<file path="config.mk">
export PLATFORM = sky130hd
export DESIGN_NAME = schedule_read_mq
export DESIGN_NICKNAME = d
export VERILOG_FILES = /design/src/rtl/schedule_read_mq.sv
export SDC_FILE = /design/constraint.sdc
export NUM_CORES = 1
export LEC_CHECK = 0
export CAP_MARGIN = 10
export CORE_AREA = 5 5 145 147
export DETAILED_ROUTE_END_ITERATION = 16
export DIE_AREA = 0 0 150 152
export GPL_TIMING_DRIVEN = 0
export MAX_ROUTING_LAYER = met4
export PLACE_DENSITY = 0.72
export SLEW_MARGIN = 25
export SYNTH_ARGS = -nofsm -noshare
export SYNTH_HDL_FRONTEND = slang
export SYNTH_SLANG_ARGS = --single-unit
</file>
<file path="constraint.sdc">
create_clock -name clk -period 7.6 [get_ports clk]
set_input_delay 0.76 -clock clk [delete_from_list [all_inputs] [get_ports clk]]
set_output_delay 0.76 -clock clk [all_outputs]
set_load 0.01 [all_outputs]
</file>
<file path="src/rtl/schedule_read_mq.sv">
// ---------------------------------------------------------------------------
// schedule_read_mq
//
// Splits a host read command (ID, 48-bit start address, byte length) into a
// sequence of page read commands. The first page starts at the latched column
// offset; every later page starts at column 0 of the next row
// (row base + ROW_STEP). The number of issued-but-not-completed page reads is
// limited to MAX_OUTST. The host command completes after every page has been
// issued and every issued page has reported completion.
//
// Ports
//   clk, rst            : clock, asynchronous active-high reset
//   o_cmd_ready         : host command accept (high in IDLE only)
//   i_cmd_valid         : host command valid
//   i_rcmd_id           : command ID
//   i_raddr             : start address, [15:0] is the column byte offset
//   i_rlen              : total bytes to read
//   i_page_buf_ready    : page buffer has space for another page
//   o_page_cmd_valid    : page command valid (held until accepted)
//   i_page_cmd_ready    : page command accept
//   o_page_cmd          : page opcode
//   o_page_cmd_last     : final page of the host command
//   o_page_cmd_id       : command ID of the page
//   o_page_addr         : page address
//   o_page_cmd_param    : {chunk[15:0], 12'h800, 3'h6, 1'b1}
//   i_page_done         : one-cycle pulse per completed page read
//   o_outst             : outstanding page reads
//   o_cmd_done          : one-cycle host command completion pulse
//   o_cmd_err           : one-cycle host command rejection pulse
// ---------------------------------------------------------------------------
module schedule_read_mq #(
    parameter int unsigned PAGE_BYTES = 16384,
    parameter logic [47:0] ROW_STEP   = 48'h10000,
    parameter int unsigned MAX_OUTST  = 4,
    parameter int unsigned LEN_W      = 24
) (
    input  logic             clk,
    input  logic             rst,
    output logic             o_cmd_ready,
    input  logic             i_cmd_valid,
    input  logic [15:0]      i_rcmd_id,
    input  logic [47:0]      i_raddr,
    input  logic [LEN_W-1:0] i_rlen,
    input  logic             i_page_buf_ready,
    output logic             o_page_cmd_valid,
    input  logic             i_page_cmd_ready,
    output logic [15:0]      o_page_cmd,
    output logic             o_page_cmd_last,
    output logic [15:0]      o_page_cmd_id,
    output logic [47:0]      o_page_addr,
    output logic [31:0]      o_page_cmd_param,
    input  logic             i_page_done,
    output logic [3:0]       o_outst,
    output logic             o_cmd_done,
    output logic             o_cmd_err
);

    // Chunk arithmetic width: wide enough for the length and for a full page.
    localparam int unsigned CW = (LEN_W > 17) ? LEN_W : 17;

    localparam logic [15:0] PAGE_OPCODE = 16'h3000;

    typedef enum logic [1:0] {
        StIdle,
        StIssue,
        StDrain
    } state_e;

    // State registers
    state_e           r_state;
    logic [15:0]      r_id;
    logic [47:0]      r_addr;
    logic [LEN_W-1:0] r_remain;
    logic             r_first;
    logic [3:0]       r_outst;
    logic             r_hold;
    logic             r_done;
    logic             r_err;

    // Next-state values
    state_e           w_state_d;
    logic [15:0]      w_id_d;
    logic [47:0]      w_addr_d;
    logic [LEN_W-1:0] w_remain_d;
    logic             w_first_d;
    logic [3:0]       w_outst_d;
    logic             w_done_d;
    logic             w_err_d;

    // Datapath
    logic [15:0]      w_col;
    logic [CW-1:0]    w_avail;
    logic [CW-1:0]    w_remain_ext;
    logic [CW-1:0]    w_chunk;
    logic             w_last;
    logic             w_credit;
    logic             w_valid;
    logic             w_hs;
    logic             w_dec;
    logic             w_accept;
    logic             w_col_bad;

    // Only the first page of a command honours the column offset.
    assign w_col        = r_first ? r_addr[15:0] : 16'h0000;
    assign w_avail      = CW'(PAGE_BYTES) - CW'(w_col);
    assign w_remain_ext = CW'(r_remain);
    assign w_chunk      = (w_remain_ext < w_avail) ? w_remain_ext : w_avail;
    assign w_last       = (w_chunk == w_remain_ext);

    assign w_credit  = (32'(r_outst) < MAX_OUTST);
    // Once offered, a page stays valid until taken, even if buffer/credit drop.
    assign w_valid   = (r_state == StIssue) && (r_hold || (i_page_buf_ready && w_credit));
    assign w_hs      = w_valid && i_page_cmd_ready;
    // Completions with nothing outstanding (e.g. stale after reset) are dropped.
    assign w_dec     = i_page_done && (r_outst != 4'd0);
    assign w_accept  = i_cmd_valid && (r_state == StIdle);
    assign w_col_bad = ({16'h0000, i_raddr[15:0]} >= PAGE_BYTES);

    // Next-state logic
    always_comb begin
        w_state_d  = r_state;
        w_id_d     = r_id;
        w_addr_d   = r_addr;
        w_remain_d = r_remain;
        w_first_d  = r_first;
        w_done_d   = 1'b0;
        w_err_d    = 1'b0;

        case (r_state)
            StIdle: begin
                if (w_accept) begin
                    w_id_d     = i_rcmd_id;
                    w_addr_d   = i_raddr;
                    w_remain_d = i_rlen;
                    w_first_d  = 1'b1;
                    if (w_col_bad) begin
                        w_err_d = 1'b1;
                    end else if (i_rlen == '0) begin
                        w_done_d = 1'b1;
                    end else begin
                        w_state_d = StIssue;
                    end
                end
            end
            StIssue: begin
                if (w_hs) begin
                    w_remain_d = r_remain - LEN_W'(w_chunk);
                    // Next row starts at column 0; address wraps modulo 2^48.
                    w_addr_d   = {r_addr[47:16], 16'h0000} + ROW_STEP;
                    w_first_d  = 1'b0;
                    if (w_last) begin
                        w_state_d = StDrain;
                    end
                end
            end
            StDrain: begin
                if (r_outst == 4'd0) begin
                    w_state_d = StIdle;
                    w_done_d  = 1'b1;
                end
            end
            default: begin
                w_state_d = StIdle;
            end
        endcase
    end

    // Outstanding counter: issue and completion in one cycle cancel out.
    always_comb begin
        w_outst_d = r_outst;
        if (w_hs && !w_dec) begin
            w_outst_d = r_outst + 4'd1;
        end else if (!w_hs && w_dec) begin
            w_outst_d = r_outst - 4'd1;
        end
    end

    always_ff @(posedge clk or posedge rst) begin
        if (rst) begin
            r_state  <= StIdle;
            r_id     <= '0;
            r_addr   <= '0;
            r_remain <= '0;
            r_first  <= 1'b0;
            r_outst  <= '0;
            r_hold   <= 1'b0;
            r_done   <= 1'b0;
            r_err    <= 1'b0;
        end else begin
            r_state  <= w_state_d;
            r_id     <= w_id_d;
            r_addr   <= w_addr_d;
            r_remain <= w_remain_d;
            r_first  <= w_first_d;
            r_outst  <= w_outst_d;
            r_hold   <= w_valid && !i_page_cmd_ready;
            r_done   <= w_done_d;
            r_err    <= w_err_d;
        end
    end

    // Payload is forced to zero whenever no page is offered.
    assign o_cmd_ready      = (r_state == StIdle);
    assign o_page_cmd_valid = w_valid;
    assign o_page_cmd       = w_valid ? PAGE_OPCODE : 16'h0000;
    assign o_page_cmd_last  = w_valid && w_last;
    assign o_page_cmd_id    = w_valid ? r_id : 16'h0000;
    assign o_page_addr      = w_valid ? r_addr : 48'h0;
    assign o_page_cmd_param = w_valid ? {w_chunk[15:0], 12'h800, 3'h6, 1'b1} : 32'h0;
    assign o_outst          = r_outst;
    assign o_cmd_done       = r_done;
    assign o_cmd_err        = r_err;

endmodule

</file>
==> flow_summary.yaml <==
synth:
  netlist_instances: 978
  yosysTopAreaCell: "dfrtp_1"
  yosys-top-cells-area: "dfrtp_1 (32%), nand2_1 (8.9%), ha_1 (8.3%)"
  yosys_warnings: 0
  synth-seq-area-share_pct: 31.8
  synthArstFlopShare_pct: 100
  synth_edf_count: 0
  ys_seq_elements: 98
  synthesis.area_um2: 7700
  synth_top_area_share_pct: 31.8
  synth_top_flop_cell: "dfrtp_1"
  avgSynthCellArea_um2: 7.88
  ys_types: 78
drt:
  via_per_inst: 5.33
  firstDrtPassIters: 5
  num_vias: 7880
  postRouteAntennaNets: 0
  avgRoutedWirePerCell_um: 18.0
  drt_wl_total_um: 26600
  drt_iter0_drc: 718
  drcViolationCount: 0
finish:
  area_growth_pct: 34.2
  multi_input_area_um2: 4830
  layout-drive-gt1-share_pct: 7.37
  seq_area_um2: 2450
  final_cells: 1479
  fin_nets: 1350
  fin_util_pct: 52.2
  fillers: 1921
sta:
  finalSetupViolations: 0
  finalHoldViolCount: 0
  fin_setup_tns_ns: 0
  slew_headroom_pct: 47.5
  rsz0062_at_grt: "no"
  tightest_slew_ns: 0.788
  report.final.slew_viol_count: 0
  fin_crit_sh_pct: 90.8
  min_period_ns: 6.90
  fmax_mhz: 145
  worst_clock_skew_ns: 0.0112
cts:
  root_buffer: "clkbuf_16"
  cts_tree: "done"
  hold_buffers: 0
  h-tree-depth: 3
  cts.clk_slew.worst_paths_ns: 0.07
  cts_buffer_depth: 2
  cts_sinks: 98
  cts_buffers: 9
  clk_latency_ns: 0.36
floorplan:
  start_util_pct: 38.9
  die_area_um2: 22800
  core_area_um2: 19800
  io_pins: 215
  rows: 52
  die_w_um: 150
  fp.dieH_um: 152
power_and_ir_drop:
  power.density_nw_per_um2: 368
  leakagePower_nw: 4.41
  peakVddDrop_mv: 0.163
grt:
  grt_overflow_total: 0
  antenna_found_initial: 1
  grtUsageTotal_pct: 23.7
  grt_pass1_vias: 7667
  grt_pass1_wl_um: 41800
  grt_start_max_net_pins: 70
status:
  status: "finished, final reports clean"
placement:
  io_buffers: 188
  dp_cells: 1462
  gp_congestion: 0.914
  dp_hpwl_um: 20400
setup_path:
  crit_fanout: 10
  critical_path_required_ns: 6.84
  worstSetupStartpointType: "flip-flop"
  crit_type: "flip-flop to output port"
  cp.arrival_ns: 6.14
  end_kind: "output port"
worst_hold_path:
  hp-class: "flip-flop to flip-flop"
run:
  drv_cap: 0
layout make-up:
type,count,area share (%)
multi-input cells,802,46.7
flip-flops and latches,98,23.7
repair buffers,189,18.5
plain buffers,79,4.18
well taps,270,3.27
clock buffers,10,2.22
inverters,24,0.920
clock inverters,6,0.484
diodes,1,0.0242
report_power, final:
part           switching (mW)  internal, mW  total [mW]  leakage [nW]
registers               0.164         0.674       0.838          1.26
logic                    1.38          1.12        2.50          3.02
clock network           0.233         0.227       0.460         0.135
total                    1.78          2.02        3.80          4.41
per-layer routing:
metal / GRT usage [%] / vias up / wire, um
li1: - / 3845 / -
met1: 31.1 / 3682 / 11700
met2: 35.5 / 300 / 11900
met3: 5.48 / 53 / 2100
met4: 9.37 / 0 / 952
met5: - / - / 0
stage by stage:
step	total power, mW	setup WS [ns]	cell area, um2	hold slack [ns]
2_1_floorplan	2.57	2.27	7800	0.437
3_3_place_gp	3.27	0.991	10000	0.451
3_5_place_dp	3.31	0.905	10000	0.454
4_1_cts	3.79	0.509	10300	0.472
5_1_grt	4.13	0.0127	10300	0.485
6_report	3.80	0.702	10300	0.469
cells in the final DEF, fill, tap and decap left out, types with 4 or more instances in the layout:
cell / count
inv_1: 21
dfrtp_1: 98
and3_1: 11
nand4_1: 11
o21ai_0: 62
conb_1: 26
xor2_1: 12
nor2b_1: 4
nor4_1: 9
nand2b_1: 5
o22ai_1: 12
a22oi_1: 5
or3_1: 6
nor3_1: 16
a31oi_1: 6
buf_2: 9
o21bai_1: 4
and2_1: 67
a21oi_1: 79
o21ai_1: 6
nand3_1: 27
a21o_1: 15
o21a_1: 8
a221o_1: 7
clkbuf_1: 36
clkdlybuf4s50_1: 188
clkbuf_16: 9
ha_1: 51
a32oi_1: 11
buf_4: 32
mux2i_1: 8
nor2_1: 73
nand2_1: 182
xnor2_1: 18
synth_stat cells (4+ instances only):
| master | n |
|---|---|
| nand2_1 | 182 |
| dfrtp_1 | 98 |
| a21oi_1 | 79 |
| nor2_1 | 73 |
| and2_1 | 67 |
| o21ai_0 | 62 |
| ha_1 | 51 |
| clkbuf_1 | 37 |
| buf_4 | 32 |
| nand3_1 | 27 |
| inv_1 | 22 |
| xnor2_1 | 18 |
| nor3_1 | 16 |
| a21o_1 | 15 |
| o22ai_1 | 12 |
| xor2_1 | 12 |
| a32oi_1 | 11 |
| and3_1 | 11 |
| nand4_1 | 11 |
| buf_2 | 9 |
| nor4_1 | 9 |
| mux2i_1 | 8 |
| o21a_1 | 8 |
| a221o_1 | 7 |
| a31oi_1 | 6 |
| o21ai_1 | 6 |
| or3_1 | 6 |
| a22oi_1 | 5 |
| nand2b_1 | 5 |
| nor2b_1 | 4 |
| o21bai_1 | 4 |
sequential cells by signal, summed over array words and instances (netlist names):
signal / cells
r_remain: 24
r_id: 16
r_addr: 48
r_first: 1
o_cmd_done: 1
r_hold: 1
r_state: 2
o_cmd_err: 1
o_outst: 4
path summary, 6_finish.rpt:
kind	from	slack, ns	end	depth (start not counted)
worst max-delay path	r_first$_DFFE_PP0P_	0.70	o_page_cmd_last	25
worst min-delay path	r_id[15]$_DFFE_PP0P_	0.47	r_id[15]$_DFFE_PP0P_	2
worst max register to register	r_first$_DFFE_PP0P_	1.26	r_remain[22]$_DFFE_PP0P_	28
worst min register to register	r_id[15]$_DFFE_PP0P_	0.47	r_id[15]$_DFFE_PP0P_	2
max in group asynchronous	rst	6.20	r_addr[45]$_DFFE_PP0P_	3
min in group asynchronous	rst	0.75	r_id[4]$_DFFE_PP0P_	2
critical path, stage by stage, from the launching register on:
cell             delay [ns]
dfrtp_1                0.36
clkbuf_1               0.17
clkbuf_2               0.23
nand2_1                0.12
ha_1                   0.14
clkbuf_2               0.20
nor2b_1                0.25
a31oi_4                0.08
o311ai_0               0.33
nand2_1                0.17
ha_1                   0.30
nand2_1                0.08
o21ai_0                0.12
a2111oi_1              0.34
a21oi_1                0.16
a41oi_2                0.24
buf_2                  0.27
buf_2                  0.26
a21oi_1                0.11
ha_1                   0.30
clkbuf_1               0.24
nand3_1                0.18
nor3_1                 0.20
nand3_1                0.18
nor2_1                 0.13
clkdlybuf4s50_1        0.59
cells by family (layout without fill, tap and decap cells):
kind of cell    after synthesis  after routing  synth area share (%)
other cells                   1             27                0.0487
buf+inv                     103            308                  6.74
flops                        98             98                  31.8
compound gates              254            254                  21.4
xor+xnor                     30             30                  3.41
fa+ha+maj                    53             53                  8.80
mux                           9              9                  1.19
simple gates                430            430                  26.6
timing repair:
item,4_1_cts,5_1_grt
resized for setup,0,5
setup endpoints to repair,0,1
setup buffers,0,0
Power figures use the tool's default switching activity.
